===== config.mk =====
export PLATFORM = sky130hd
export DESIGN_NAME = nn_mac_stage
export DESIGN_NICKNAME = d
export VERILOG_FILES = /design/src/rtl/nn_pkg.sv /design/src/rtl/nn_mac2.sv /design/src/rtl/nn_mac_stage.sv
export SDC_FILE = /design/constraint.sdc
export NUM_CORES = 1
export LEC_CHECK = 0
export BUFFER_PORTS_ARGS = -buffer_cell sky130_fd_sc_hd__buf_2
export CAP_MARGIN = 20
export CORE_MARGIN = 3
export CORE_UTILIZATION = 40
export DETAILED_ROUTE_END_ITERATION = 16
export GPL_ROUTABILITY_DRIVEN = 0
export PLACE_DENSITY_LB_ADDON = 0.25
export SLEW_MARGIN = 20
export SYNTH_ARGS = -nofsm -noshare
export SYNTH_HDL_FRONTEND = slang
export SYNTH_SLANG_ARGS = --single-unit

===== constraint.sdc =====
create_clock -name wb_clk_i -period 10.26 [get_ports wb_clk_i]
set_input_delay 2.052 -clock wb_clk_i [delete_from_list [all_inputs] [get_ports wb_clk_i]]
set_output_delay 2.052 -clock wb_clk_i [all_outputs]
set_load 0.05 [all_outputs]

===== src/rtl/nn_pkg.sv =====
// nn_pkg: shared definitions for the neuron MAC stage.
//   - state_t        : FSM states of nn_mac_stage.
//   - *_LSB / *_MSB  : bit positions of header and data word fields.
//   - ACC_W_DEFAULT  : default signed accumulator width.
//   - sat_t/sat_add  : saturating signed add, clamped to a run-time width w.
//                      Operands are carried at SAT_W bits; callers
//                      sign-extend into it and keep the low w bits of .val.
//                      Valid for 2 <= w <= SAT_W - 2.
package nn_pkg;

  typedef enum logic [1:0] {
    IDLE   = 2'd0,
    ACCUM  = 2'd1,
    FINISH = 2'd2,
    OUTPUT = 2'd3
  } state_t;

  // Header word fields
  localparam int HDR_BIAS_LSB  = 0;
  localparam int HDR_BIAS_MSB  = 15;
  localparam int HDR_SHIFT_LSB = 16;
  localparam int HDR_SHIFT_MSB = 20;

  // Data word fields: two signed int8 activation/weight pairs
  localparam int DATA_ACT0_LSB = 0;
  localparam int DATA_ACT0_MSB = 7;
  localparam int DATA_W0_LSB   = 8;
  localparam int DATA_W0_MSB   = 15;
  localparam int DATA_ACT1_LSB = 16;
  localparam int DATA_ACT1_MSB = 23;
  localparam int DATA_W1_LSB   = 24;
  localparam int DATA_W1_MSB   = 31;

  localparam int ACC_W_DEFAULT = 24;

  // Carrier width for sat_add operands
  localparam int SAT_W = 64;

  typedef struct packed {
    logic                    ovf;
    logic signed [SAT_W-1:0] val;
  } sat_t;

  // a + b clamped to [-2^(w-1), 2^(w-1)-1]; ovf flags a clamp.
  // The sum is formed one bit wider than the carrier (65 = SAT_W + 1) so it
  // cannot wrap before the range check.
  function automatic sat_t sat_add(input logic signed [SAT_W-1:0] a,
                                   input logic signed [SAT_W-1:0] b,
                                   input int unsigned             w);
    logic signed [SAT_W:0] sum;
    logic signed [SAT_W:0] hi;
    logic signed [SAT_W:0] lo;
    sat_t                  res;
    sum = {a[SAT_W-1], a} + {b[SAT_W-1], b};
    hi  = (65'sd1 <<< (w - 32'd1)) - 65'sd1;
    lo  = -(65'sd1 <<< (w - 32'd1));
    if (sum > hi) begin
      res.ovf = 1'b1;
      res.val = hi[SAT_W-1:0];
    end else if (sum < lo) begin
      res.ovf = 1'b1;
      res.val = lo[SAT_W-1:0];
    end else begin
      res.ovf = 1'b0;
      res.val = sum[SAT_W-1:0];
    end
    return res;
  endfunction

endpackage


===== src/rtl/nn_mac2.sv =====
// nn_mac2: combinational dual signed 8x8 multiply with a 17-bit signed sum.
// Ports:
//   act0, w0 : first activation/weight pair (signed int8)
//   act1, w1 : second activation/weight pair (signed int8)
//   sum      : act0*w0 + act1*w1 (signed, 17 bits; cannot overflow)
module nn_mac2 (
  input  logic signed [7:0]  act0,
  input  logic signed [7:0]  w0,
  input  logic signed [7:0]  act1,
  input  logic signed [7:0]  w1,
  output logic signed [16:0] sum
);

  logic signed [15:0] prod0_s;
  logic signed [15:0] prod1_s;

  // Each product fits in 16 bits (max magnitude 128*128); the sum needs 17.
  assign prod0_s = 16'(act0) * 16'(w0);
  assign prod1_s = 16'(act1) * 16'(w1);
  assign sum     = 17'(prod0_s) + 17'(prod1_s);

endmodule


===== src/rtl/nn_mac_stage.sv =====
// nn_mac_stage: neuron compute stage fed from the read side of an input FIFO.
// Pops one header word (bias, shift) then N_WORDS data words of two signed
// int8 pairs each, accumulates with saturation, adds the bias, shifts right
// arithmetically, clamps to 8 bits and offers the byte on a valid/ready port.
//
// Build option: define NN_RELU_EN for a ReLU clamp to [0,127]; otherwise the
// result is a signed clamp to [-128,127] (two's complement byte).
//
// Parameters:
//   N_WORDS : data words per neuron (>= 1)
//   ACC_W   : signed accumulator width (17 .. 62)
// Ports:
//   wb_clk_i    : clock
//   wb_rst_ni   : asynchronous active-low reset
//   in_valid_i  : FIFO not empty
//   in_data_i   : FIFO head word
//   in_ready_o  : pop strobe (transfer when in_valid_i && in_ready_o)
//   out_valid_o : result valid
//   out_data_o  : result byte
//   out_ready_i : consumer accepts the result
//   busy_o      : neuron in progress (state != IDLE)
//   ovf_o       : sticky saturation flag of the current neuron
module nn_mac_stage
  import nn_pkg::*;
#(
  parameter int N_WORDS = 4,
  parameter int ACC_W   = ACC_W_DEFAULT
) (
  input  logic        wb_clk_i,
  input  logic        wb_rst_ni,
  input  logic        in_valid_i,
  input  logic [31:0] in_data_i,
  output logic        in_ready_o,
  output logic        out_valid_o,
  output logic [7:0]  out_data_o,
  input  logic        out_ready_i,
  output logic        busy_o,
  output logic        ovf_o
);

  localparam int CNT_W = (N_WORDS > 1) ? $clog2(N_WORDS) : 1;
  localparam logic [CNT_W-1:0] CNT_LAST = CNT_W'(N_WORDS - 1);
  localparam logic signed [ACC_W-1:0] R_MAX  = ACC_W'(8'sh7F);
  localparam logic signed [ACC_W-1:0] R_MIN  = ACC_W'(8'sh80);
  localparam logic signed [ACC_W-1:0] R_ZERO = ACC_W'(8'sh00);

  state_t                   state_r;
  state_t                   state_nxt_s;
  logic                     in_ready_s;
  logic                     take_s;
  logic signed [ACC_W-1:0]  acc_r;
  logic        [CNT_W-1:0]  cnt_r;
  logic signed [15:0]       bias_r;
  logic        [4:0]        shift_r;
  logic                     out_valid_r;
  logic        [7:0]        out_data_r;
  logic                     ovf_r;

  logic signed [16:0]       pair_sum_s;
  sat_t                     acc_sat_s;
  sat_t                     fin_sat_s;
  logic signed [ACC_W-1:0]  fin_val_s;
  logic signed [ACC_W-1:0]  shifted_s;
  logic        [7:0]        res_byte_s;
  logic                     unused_s;

  nn_mac2 u_mac2 (
    .act0 (in_data_i[DATA_ACT0_MSB:DATA_ACT0_LSB]),
    .w0   (in_data_i[DATA_W0_MSB:DATA_W0_LSB]),
    .act1 (in_data_i[DATA_ACT1_MSB:DATA_ACT1_LSB]),
    .w1   (in_data_i[DATA_W1_MSB:DATA_W1_LSB]),
    .sum  (pair_sum_s)
  );

  assign take_s = in_valid_i && in_ready_s;

  // Accumulate step and bias step share the same saturating adder function.
  assign acc_sat_s = sat_add(SAT_W'(acc_r), SAT_W'(pair_sum_s), ACC_W);
  assign fin_sat_s = sat_add(SAT_W'(acc_r), SAT_W'(bias_r), ACC_W);
  assign fin_val_s = fin_sat_s.val[ACC_W-1:0];
  // Arithmetic shift: rounds toward minus infinity.
  assign shifted_s = fin_val_s >>> shift_r;

  // The saturated values always fit in ACC_W bits; the upper carrier bits
  // are pure sign extension.
  assign unused_s = ^{acc_sat_s.val[SAT_W-1:ACC_W], fin_sat_s.val[SAT_W-1:ACC_W]};

  // Final 8-bit clamp of the shifted result
  always_comb begin
    res_byte_s = 8'h00;
`ifdef NN_RELU_EN
    if (shifted_s < R_ZERO) begin
      res_byte_s = 8'h00;
    end else if (shifted_s > R_MAX) begin
      res_byte_s = 8'h7F;
    end else begin
      res_byte_s = shifted_s[7:0];
    end
`else
    if (shifted_s > R_MAX) begin
      res_byte_s = 8'h7F;
    end else if (shifted_s < R_MIN) begin
      res_byte_s = 8'h80;
    end else begin
      res_byte_s = shifted_s[7:0];
    end
`endif
  end

  // FSM state register
  always_ff @(posedge wb_clk_i or negedge wb_rst_ni) begin
    if (!wb_rst_ni) begin
      state_r <= IDLE;
    end else begin
      state_r <= state_nxt_s;
    end
  end

  // FSM next-state and pop enable
  always_comb begin
    state_nxt_s = state_r;
    in_ready_s  = 1'b0;
    case (state_r)
      IDLE: begin
        in_ready_s = 1'b1;
        if (in_valid_i) begin
          state_nxt_s = ACCUM;
        end else begin
          state_nxt_s = IDLE;
        end
      end
      ACCUM: begin
        in_ready_s = 1'b1;
        if (in_valid_i && (cnt_r == CNT_LAST)) begin
          state_nxt_s = FINISH;
        end else begin
          state_nxt_s = ACCUM;
        end
      end
      FINISH: begin
        in_ready_s  = 1'b0;
        state_nxt_s = OUTPUT;
      end
      OUTPUT: begin
        in_ready_s = 1'b0;
        if (out_ready_i) begin
          state_nxt_s = IDLE;
        end else begin
          state_nxt_s = OUTPUT;
        end
      end
      default: begin
        in_ready_s  = 1'b0;
        state_nxt_s = IDLE;
      end
    endcase
  end

  // Datapath: header latch, accumulation, result register and flags
  always_ff @(posedge wb_clk_i or negedge wb_rst_ni) begin
    if (!wb_rst_ni) begin
      acc_r       <= {ACC_W{1'b0}};
      cnt_r       <= {CNT_W{1'b0}};
      bias_r      <= 16'sh0000;
      shift_r     <= 5'd0;
      out_valid_r <= 1'b0;
      out_data_r  <= 8'h00;
      ovf_r       <= 1'b0;
    end else begin
      case (state_r)
        IDLE: begin
          if (take_s) begin
            bias_r  <= in_data_i[HDR_BIAS_MSB:HDR_BIAS_LSB];
            shift_r <= in_data_i[HDR_SHIFT_MSB:HDR_SHIFT_LSB];
            acc_r   <= {ACC_W{1'b0}};
            cnt_r   <= {CNT_W{1'b0}};
            ovf_r   <= 1'b0;
          end
        end
        ACCUM: begin
          if (take_s) begin
            acc_r <= acc_sat_s.val[ACC_W-1:0];
            cnt_r <= cnt_r + CNT_W'(1'b1);
            if (acc_sat_s.ovf) begin
              ovf_r <= 1'b1;
            end
          end
        end
        FINISH: begin
          out_data_r  <= res_byte_s;
          out_valid_r <= 1'b1;
          if (fin_sat_s.ovf) begin
            ovf_r <= 1'b1;
          end
        end
        OUTPUT: begin
          if (out_ready_i) begin
            out_valid_r <= 1'b0;
          end
        end
        default: begin
          out_valid_r <= 1'b0;
        end
      endcase
    end
  end

  assign in_ready_o  = in_ready_s;
  assign busy_o      = (state_r != IDLE);
  assign out_valid_o = out_valid_r;
  assign out_data_o  = out_data_r;
  assign ovf_o       = ovf_r;

endmodule


; Word-level counts from Yosys, hierarchy flattened
; Index checks and enable logic that the tools add are counted.
; Widths: inputs -> output; s select.
[totals]
output_inout_bits = 12
romBits = 0
latchBits = 0
ram_bits = 0
input_bits = 36
memories = 0
reg_bits = 59
[classes]
div = 0
n_reduce_logical = 13
n_eq_ne = 9
n_mul = 2
shifts = 1
muxes = 24
n_addsub = 4
magnitude_cmp = 6
bitwise_logic = 0
[op_table]
columns = op, count
row1 = $mux 65, 4
row2 = $gt 25x24->1 const B, 2
row3 = $lt 25x24->1 const B, 2
row4 = $mux 24, 2
row5 = $pmux 24 s2, 1
row6 = $mul 8x8->16, 2
row7 = $add 24x16->25, 1
row8 = $add 24x17->25, 1
row9 = $gt 24x8->1 const B, 1
row10 = $lt 24x8->1 const B, 1
row11 = $sshr 24x5->24, 1
row12 = $add 16x16->17, 1
row13 = $mux 8, 2
row14 = $ne 2x2->1 const B, 5
row15 = $mux 2, 4
row16 = $pmux 2 s4, 1
row17 = $eq 2x2->1 const B, 3
row18 = $mux 1, 6
row19 = $reduce_bool 2->1, 3
row20 = $reduce_and 5->1, 1
row21 = $pmux 1 s2, 2
row22 = $pmux 2 s2, 1
row23 = $reduce_and 2->1, 2
row24 = $reduce_or 2->1, 2
row25 = 7 further kinds, 8

; Logic depth before layout (Yosys ltp)
; Gate-level depths: netlist (run 1).
[logic_depth]
depth_word = 9
mapped_depth = 29
mapped_depth_nobuf = 27

; By module
; Synthesis (run 1) repeated with hierarchy kept, for this count alone.
[unflattened]
hier_cells = 1560
hier_area_um2 = 13232.7
[modules_own_cells]
columns = mod, area_per_inst_um2, instances, cells_per_inst, seq_area_each_um2
row1 = nn_mac_stage, 7783.7, 1, 970, 1476.4
row2 = nn_mac2, 5449.0, 1, 590, 0.0

; Worst setup path after synthesis (run 1)
; No wires, ideal clock.
[synth_timing]
path_type = in2reg
start = input port in_data_i[24]
end = register acc_r[10]
setup_time_ns = 0.126
path_slack_ns = 1.723
required_time_ns = 10.134
path_buffers = 1
arrival_ns = 8.411
stages = 25
cell_sequence = and2_1 > inv_1 > fa_1 > fa_1 > inv_1 > fa_1 > fa_1 > fa_1 > inv_1 > fa_1 > inv_1 > ha_1 > inv_1 > nor2_1 > o21ai_0 > a31oi_1 > o31a_1 > o41ai_1 > o31ai_1 > a41oi_1 > mux2i_1 > and3_1 > nor2_1 > buf_2 > a221o_1
[synth_between]
elab_chain_len = 8
word_cells_on_any_way = 9
[synth_rtl]
columns = element, line_no
row1 = from (decl), nn_mac_stage.sv:32  ; input logic [31:0] in_data_i,
row2 = $mul 8x8->16 *, nn_mac2.sv:19  ; assign prod1_s = 16'(act1) * 16'(w1);
row3 = $add 16x16->17 *, nn_mac2.sv:20  ; assign sum = 17'(prod0_s) + 17'(prod1_s);
row4 = $add 24x17->25 *, nn_pkg.sv:54  ; sum = {a[SAT_W-1], a} + {b[SAT_W-1], b};
row5 = $lt 25x24->1, nn_pkg.sv:60  ; end else if (sum < lo) begin
row6 = $mux 65, nn_pkg.sv:60
row7 = $mux 65 *, nn_pkg.sv:57  ; if (sum > hi) begin
row8 = $mux 24 *, nn_mac_stage.sv:181  ; if (take_s) begin
row9 = $pmux 24 s2 *, nn_mac_stage.sv:170  ; case (state_r)
row10 = to (signal assigned), nn_mac_stage.sv:162  ; acc_r <= {ACC_W{1'b0}};
row11 = to (signal assigned), nn_mac_stage.sv:175  ; acc_r <= {ACC_W{1'b0}};
row12 = to (signal assigned), nn_mac_stage.sv:182  ; acc_r <= acc_sat_s.val[ACC_W-1:0];
row13 = to (decl), nn_mac_stage.sv:51  ; logic signed [ACC_W-1:0] acc_r;
; Every way passes the cells marked *; elsewhere a longest branch is shown, timed or not. The select of a mux whose other input is x is not followed.
; A chain may end at the register's enable or synchronous reset.

; Worst setup path in the final report (run 1)
[layout_timing]
start = input port in_data_i[23]
end = register acc_r[7]
; The elaborated chain is that of the path after synthesis.

==> results.toml, run 1 <==
[synth]
synth_top_area_share_pct = 28.4
synth.avg_cell_area_um2 = 8.84
ys_types = 84
syn_nets = 1909
synth_top_area_cell = "fa_1"
syn_area_um2 = 13700
ys_top_cells_by_area = "fa_1, ha_1, dfrtp_1"
synth_warnings = 0
ys_seq_area_share_pct = 10.8
synthFlopType = "dfrtp_1"
synth_edf_count = 0
synth-seq-cells = 59
synthCells = 1548
async_reset_ff_share_pct = 100

[clock_network]
cts_buffer_depth = 2
clkTransAtPathRegs_ps = 60
root_buffer = "clkbuf_16"
cts.repair.resized = 0
clock_latency_ps = 350
cts_setup_buffers = 0
htree_levels = 3
cts_tree = "done"
cts_hold_buffers = 0
cts_buffers = 9
numClockSinks = 59

[final_layout]
antenna_cells = 0
nFillCells = 3356
synthToLayoutAreaGrowth_pct = 7.05
final_cell_area_um2 = 14700
drive_gt1_share_pct = 8.73
final_core_util_pct = 43.6
layout.nets = 1925

[worst_setup_path]
cpMostUsedCell = "fa_1"
path_delay_family = "adder cells"
startpoint_type = "input port"
arrival_ps = 9670
crit_type = "input port to flip-flop"
slowest_stage = "and2_1"
crit_path_max_fanout = 21
cp.buffers_inverters = 5
required_ps = 10540
critPathCaptureType = "flip-flop"
worstPathCellList = "buf_2 -> and2_1 -> inv_1 -> fa_1 -> fa_1 -> inv_1 -> fa_1 -> fa_1 -> fa_1 -> inv_1 -> fa_1 -> inv_1 -> ha_1 -> a2111oi_0 -> o31ai_1 -> a21oi_1 -> o21ai_0 -> a311o_1 -> a21oi_1 -> xnor2_1 -> a21oi_1 -> and2_1 -> a221o_1"
critPathMaxStageDelay_ps = 720

[die]
fp.coreArea_um2 = 33600
dieArea_um2 = 36500
num_rows = 67
initial_core_util_pct = 40.7
ios = 48
die_h_um = 191
die_w_um = 191

[outcome]
outcome = "completed"

[timing]
fin_skew_ps = 9.06
fmax_ghz = 0.106
final.setup.worst_slack_ps = 870
fin_crit_sh_pct = 91.5
worstMarginPinSlew_ps = 880
fin_crit_ps = 9390
fin_tns_setup_ps = 0
slew-limit-headroom_pct = 41.3
final-setup-viol-count = 0
hold_viol_final = 0
rsz0062_at_grt = "false"
drv_slew = 0

[place]
placed_area_um2 = 14300
dp_hpwl_um = 28400
dp_slack_ps = 555
port_buffers = 47

[grt]
antenna_found_initial = 0
grt_max_degree = 60
grt_overflow = 0
grt_usage_pct = 20.0
grt_pass1_vias = 11300
grt_pass1_wl_um = 58800

[route]
first_pass_iters = 5
num_vias = 10800
postRouteAntennaNets = 0
via_per_inst = 5.38
drt_iter0_drc = 692
wirelength_um = 34400
wl_per_cell_um = 17.1
drc_errors = 0

[worst_hold_path]
hold_path.class = "flip-flop to flip-flop"

[run]
maxCapViolCount = 0
## cell usage after synthesis, types with 5 or more instances
| library cell | number |
|---|---|
| and3_1 | 11 |
| a211oi_1 | 10 |
| a31oi_1 | 12 |
| nand2_1 | 109 |
| o21ai_1 | 12 |
| o21ai_0 | 32 |
| buf_1 | 6 |
| buf_2 | 21 |
| a21oi_1 | 72 |
| mux2_2 | 25 |
| and2_1 | 88 |
| ha_1 | 131 |
| a21o_1 | 12 |
| mux4_2 | 7 |
| nor2_1 | 82 |
| nor3_1 | 14 |
| nand3_1 | 31 |
| xnor2_1 | 32 |
| dfrtp_1 | 59 |
| o21a_1 | 8 |
| nor4_1 | 5 |
| clkbuf_1 | 23 |
| xor2_1 | 17 |
| fa_1 | 194 |
| nand4_1 | 10 |
| o31ai_1 | 6 |
| nor2b_1 | 18 |
| and4_1 | 5 |
| o21bai_1 | 5 |
| inv_1 | 316 |
| nand2b_1 | 9 |
| a22oi_1 | 6 |
| mux2i_1 | 15 |
| a221o_1 | 23 |
| a22o_1 | 5 |
| o211ai_1 | 24 |
## worst paths after layout
check	from	endpoint	slack, ps	cells past startpoint
max	in_data_i[23]	acc_r[7]	870	23
max in group asynchronous	wb_rst_ni	bias_r[15]	7860	2
min	cnt_r[0]	cnt_r[0]	510	1
min in group asynchronous	wb_rst_ni	out_data_o[3]	1840	2
max reg2reg	acc_r[5]	acc_r[7]	2900	23
min reg2reg	cnt_r[0]	cnt_r[0]	510	1
## layout make-up
class	instances	area [µm²]	share of cell area (%)
clock buffer	10	229	1.56
clock inverter	6	88.8	0.606
inverter	316	1190	8.10
multi-input combinational	1118	10800	73.6
sequential	59	1480	10.1
tap	448	561	3.83
timing repair buffer	60	333	2.27
## sequential cells by signal (all words and copies together), names as in the netlist
register	flops
out_valid_o	1
out_data_o	8
cnt_r	2
bias_r	16
acc_r	24
shift_r	5
ovf_o	1
state_r	2
## kinds of logic after synthesis
kind of cell,count (synthesis),synth area share (%)
compound gates,300,16.2
xor+xnor,49,3.14
simple gates,394,14.4
flops,59,10.8
mux,47,4.31
buf+inv,371,10.5
fa+ha+maj,328,40.6
## routing by layer
layer / GRT usage [%] / wire length [µm]
met5: 0 / 0
met3: 2.22 / 1230
met4: 3.27 / 371
met1: 27.2 / 15600
met2: 34.9 / 17200
## stage by stage
step           hold WS [ps]  instances
2_1_floorplan           464       1548
3_3_place_gp            491       2001
3_5_place_dp            491       2001
4_1_cts                 510       2017
5_1_grt                 531       2017
6_report                509       2017
## cells in the final DEF, fill, tap and decap left out, types with 5 or more instances in the layout
master	netlist	layout
a22o_1	5	5
nand2_1	109	109
nor2_1	82	82
nor3_1	14	14
a211oi_1	10	10
mux2i_1	15	15
ha_1	131	131
buf_2	21	47
nand4_1	10	10
fa_1	194	193
o211ai_1	24	24
xnor2_1	32	32
a21o_1	12	12
mux4_2	7	7
mux2_2	25	25
nand3_1	31	31
a21oi_1	72	72
a31oi_1	12	12
inv_1	316	316
a22oi_1	6	6
and3_1	11	11
a221o_1	23	23
clkbuf_16	0	9
o21ai_0	32	32
nor4_1	5	5
xor2_1	17	17
nand2b_1	9	9
nor2b_1	18	18
o31ai_1	6	5
buf_4	4	13
and4_1	5	5
dfrtp_1	59	59
o21bai_1	5	5
o21ai_1	12	12
o21a_1	8	8
and2_1	88	88
Power of run 1 is not shown: default switching activity piles up to over one toggle a cycle in this logic, so the estimate is an artifact.
==> inputs of run 2 (changes only) <==
ABC_AREA = 1   (was default)
==> run 2 against run 1 <==
Hold slack got worse by 26 ps. Final cell count increased by 12%. Via count increased by 2.1%. First-iteration DRC count decreased by 6.6%. Non-clock buffer count decreased by 10. Clock skew decreased by 1.9 ps. Register-to-register slack improved by 830 ps. Largest cell class unchanged. Flip-flop and latch count unchanged. Count of clock-buffer cells in the layout increased by 2. Synthesized cell count increased by 18%. Design area decreased by 1.8%. Critical path depth increased by 6. Critical path type unchanged.
==> results.toml, run 2 <==
[worst_setup_path]
slowest_stage = "fa_1"
arrival_ps = 9110
rrSetupSlack_ps = 3730
cpMostUsedCell = "inv_1"
r2r-start = "acc_r[6]"
crit_path_max_fanout = 19
rr_worst_depth = 26
critPathMaxStageDelay_ps = 540
critPathCaptureType = "flip-flop"
crit_type = "input port to flip-flop"
required_ps = 10480
startpoint_type = "input port"
regToRegEndpoint = "acc_r[8]"

[clock_network]
cts_setup_buffers = 0
cts.repair.resized = 0
htree_levels = 3
numClockSinks = 59
clock_latency_ps = 350
cts_hold_buffers = 0
cts_buffer_depth = 2
cts_tree = "done"
root_buffer = "clkbuf_16"
clkTransAtPathRegs_ps = 60
cts_buffers = 9

[route]
wirelength_um = 32400
wl_per_cell_um = 14.3
num_vias = 11100
drc_errors = 0
via_per_inst = 4.88
drt_iter0_drc = 646
postRouteAntennaNets = 0
first_pass_iters = 7

[final_layout]
mostFrequentLayoutCells = "inv_1, nand2_1, fa_1"
synthToLayoutAreaGrowth_pct = 6.05
largest-register = "acc_r"
largest_reg_flops = 24
antenna_cells = 0
layout.nets = 2181
layout_commonest_cell = "inv_1"
drive_gt1_share_pct = 7.89

[timing]
fin_tns_setup_ps = 0
slew-limit-headroom_pct = 38.2
worstMarginPinSlew_ps = 924
fmax_ghz = 0.113
final-setup-viol-count = 0
fin_crit_ps = 8890
drv_slew = 0
hold_viol_final = 0
rsz0062_at_grt = "false"
fin_crit_sh_pct = 86.6
fin_skew_ps = 7.20

[die]
die_h_um = 190
die_w_um = 190
ios = 48
num_rows = 66
fp.coreArea_um2 = 32900
dieArea_um2 = 36100
initial_core_util_pct = 41.2

[grt]
antenna_found_initial = 1
grt_overflow = 0
grt_usage_pct = 19.0
grt_pass1_vias = 11300
grt_max_degree = 60
grt_pass1_wl_um = 56000

[synth]
syn_area_um2 = 13600
synthCells = 1822
synth.avg_cell_area_um2 = 7.44
ys_seq_area_share_pct = 10.9
async_reset_ff_share_pct = 100
synthFlopType = "dfrtp_1"
ys_types = 45
synth.most_common_cell = "inv_1"
ys_top_cells_by_area = "fa_1, inv_1, ha_1"
syn_nets = 2183
synth_warnings = 0
synth_top_area_cell = "fa_1"
synth-seq-cells = 59
synth_edf_count = 0
synth_top_area_share_pct = 28.6
netlist_top_cells_count = "inv_1, nand2_1, fa_1, ha_1, nand3_1"

[place]
dp_hpwl_um = 27900
port_buffers = 47

[outcome]
outcome = "completed"

[worst_hold_path]
min_from = "out_data_o[7]"
hold_path_end = "out_data_o[7]"
hold_path.class = "flip-flop to flip-flop"
holdPathStages = 2

[run]
maxCapViolCount = 0
run 2: cell count changes in the layout (fill, tap and decap cells not counted), moves of 23 or more:
| cell | change |
|---|---|
| a221o_1 | -23 |
| and2_1 | -86 |
| nand3_1 | +96 |
| nand2_1 | +306 |
| inv_1 | +141 |
run 2: per-stage QoR:
stage	util (%)	worst slack [ps]	cells	cell area, µm²	hold WS (ps)
2_1_floorplan	-	1990	1822	13600	457
3_3_place_gp	42.6	1240	2251	14000	466
3_5_place_dp	42.6	1070	2251	14000	474
4_1_cts	43.6	1430	2267	14400	487
5_1_grt	43.6	785	2267	14400	516
6_report	43.6	1370	2267	14400	483
run 2: metal layers:
| layer | vias to the layer above | share of wire (%) | GRT usage, % |
|---|---|---|---|
| li1 | 5464 | - | - |
| met1 | 5339 | 47 | 26.6 |
| met2 | 237 | 47 | 32.0 |
| met3 | 30 | 4.9 | 2.60 |
| met4 | 2 | 1.4 | 3.50 |
| met5 | - | 0.034 | 0 |
run 2: area by class of cell:
class / count / area (µm²)
Inverter: 465 / 1750
Sequential cell: 59 / 1480
Fill cell: 3365 / 18600
Multi-Input combinational cell: 1235 / 10000
Clock buffer: 12 / 256
Tap cell: 442 / 553
Timing Repair Buffer: 50 / 258
Clock inverter: 4 / 72.6
run 2: kinds of logic (layout without fill, tap and decap cells):
kind of cell	Yosys count	count (layout)	share of synthesized area, %
AOI/OAI and AO/OA	150	150	6.26
DFF	59	59	10.9
buffers and inverters	528	531	15.3
xor gates and xnor gates	41	41	2.65
and+or+nand+nor	704	704	22.9
adders and majority gates	325	325	40.7
muxes	15	15	1.25
run 2: worst max path at each step:
stage	startpoint	endpoint	slack (ps)	cells past startpoint
finish	in_data_i[8]	acc_r[8]	1370	29
global route	in_data_i[7]	acc_r[2]	780	28
CTS	in_data_i[7]	acc_r[8]	1430	29
detailed placement	in_data_i[7]	acc_r[8]	1070	29
global placement	in_data_i[7]	acc_r[8]	1240	29
floorplan	in_data_i[8]	acc_r[11]	1990	30
run 2: critical path: cells and delay by family:
kind                       cells  cell delay [ps]
adders and majority gates      7             3420
xor gates and xnor gates       1              160
and+or+nand+nor                7             1190
buffers and inverters          8             1140
AOI/OAI and AO/OA              6             1130
Power of run 2 is left out for the same reason.
==> inputs of run 3 (changes only) <==
CORE_ASPECT_RATIO = 1.2   (was default)
==> run 3 against run 2 <==
Global-route usage down 0.36 points. Non-clock buffer count up 2. Maximum frequency up 1.4%. Highest routed layer unchanged. Routed wire length up 0.12%. Worst setup slack better by 130 ps. Critical path type unchanged. Register-to-register slack worse by 30 ps.
==> results.toml, run 3 (synthesized netlist as in run 2, its figures left out) <==
[route]
drc_errors = 0
via_per_inst = 4.85
wirelength_um = 32500
drt_iter0_drc = 610
wl_per_cell_um = 14.3
first_pass_iters = 7
postRouteAntennaNets = 0
num_vias = 11000

[worst_hold_path]
hold_path.class = "flip-flop to flip-flop"
holdPathStages = 2
hold_path_end = "out_data_o[3]"
min_from = "out_data_o[3]"

[final_layout]
largest_reg_flops = 24
layout.nets = 2183
antenna_cells = 0
multi_input_area_um2 = 10000
fin_cells = 2277
seqCellArea_um2 = 1480
layout_commonest_cell = "inv_1"
largest-register = "acc_r"
drive_gt1_share_pct = 7.94
nFillCells = 3534
synthToLayoutAreaGrowth_pct = 5.96
mostFrequentLayoutCells = "inv_1, nand2_1, fa_1"

[clock_network]
htree_levels = 3
cts_buffers = 9
cts_buffer_depth = 2
cts.repair.resized = 0
cts_setup_buffers = 0
numClockSinks = 59
root_buffer = "clkbuf_16"
clkTransAtPathRegs_ps = 50
clock_latency_ps = 340
cts_hold_buffers = 0
cts_tree = "done"

[worst_setup_path]
r2r-start = "acc_r[6]"
critPathMaxStageDelay_ps = 530
slowest_stage = "fa_1"
rrSetupSlack_ps = 3700
crit_type = "input port to flip-flop"
required_ps = 10460
arrival_ps = 8960
rr_worst_depth = 25
regToRegEndpoint = "acc_r[8]"
critPathCaptureType = "flip-flop"
cp-startpoint = "in_data_i[8]"
startpoint_type = "input port"
crit_path_max_fanout = 23

[timing]
fin_crit_sh_pct = 85.4
final-setup-viol-count = 0
fin_crit_ps = 8760
worstMarginPinSlew_ps = 975
fmax_ghz = 0.114
fin_tns_setup_ps = 0
hold_viol_final = 0
fin_skew_ps = 7.69
slew-limit-headroom_pct = 34.8
drv_slew = 0
rsz0062_at_grt = "false"

[die]
die_w_um = 174
die_h_um = 208
num_rows = 73
dieArea_um2 = 36200
ios = 48
initial_core_util_pct = 40.8
fp.coreArea_um2 = 33200

[run]
maxCapViolCount = 0

[grt]
antenna_found_initial = 2
grt_pass1_wl_um = 55600
grt_overflow = 0
grt_max_degree = 60
grt_usage_pct = 18.7
grt_pass1_vias = 11300

[place]
dp_hpwl_um = 27900
port_buffers = 47
place_inst = 2261

[outcome]
outcome = "completed"
==> run 3: final cells by class <==
cell class | instances | area share, %
multi-input cells | 1235 | 69.7
clock inverters | 4 | 0.348
repair buffers | 52 | 1.90
clock buffers | 12 | 1.72
inverters | 465 | 12.2
flip-flops and latches | 59 | 10.3
well taps | 450 | 3.92
==> run 3: per-layer routing <==
metal,global-route usage (%),vias to the layer above,share of wire [%]
met3,1.32,55,2.3
met2,34.1,155,52
li1,-,5480,-
met1,23.6,5345,43
met4,5.33,4,2.4
met5,0,-,0.065
==> run 3: worst max-delay path: cells and delay by family <==
family / cells / cell delay, ps
buffers and inverters: 8 / 790
adder cells (fa/ha/maj): 7 / 3340
XOR/XNOR: 1 / 160
AND/OR/NAND/NOR: 7 / 1120
AO/OA/AOI/OAI: 6 / 1480
==> run 3: worst max-delay path by stage <==
stage                 to
2_1_floorplan  acc_r[11]
3_3_place_gp    acc_r[8]
3_5_place_dp    acc_r[8]
4_1_cts         acc_r[8]
5_1_grt         acc_r[8]
6_report        acc_r[8]
==> run 3: through the flow <==
step | util [%] | hold WS [ps] | area [µm²] | setup slack [ps]
after global routing | 43.2 | 511 | 14400 | 904
after global placement | 42.3 | 461 | 14100 | 1310
after detailed placement | 42.3 | 464 | 14100 | 1190
final | 43.2 | 471 | 14400 | 1500
after floorplan | - | 457 | 13600 | 1990
after CTS | 43.2 | 479 | 14400 | 1540
Power of run 3 is left out for the same reason.
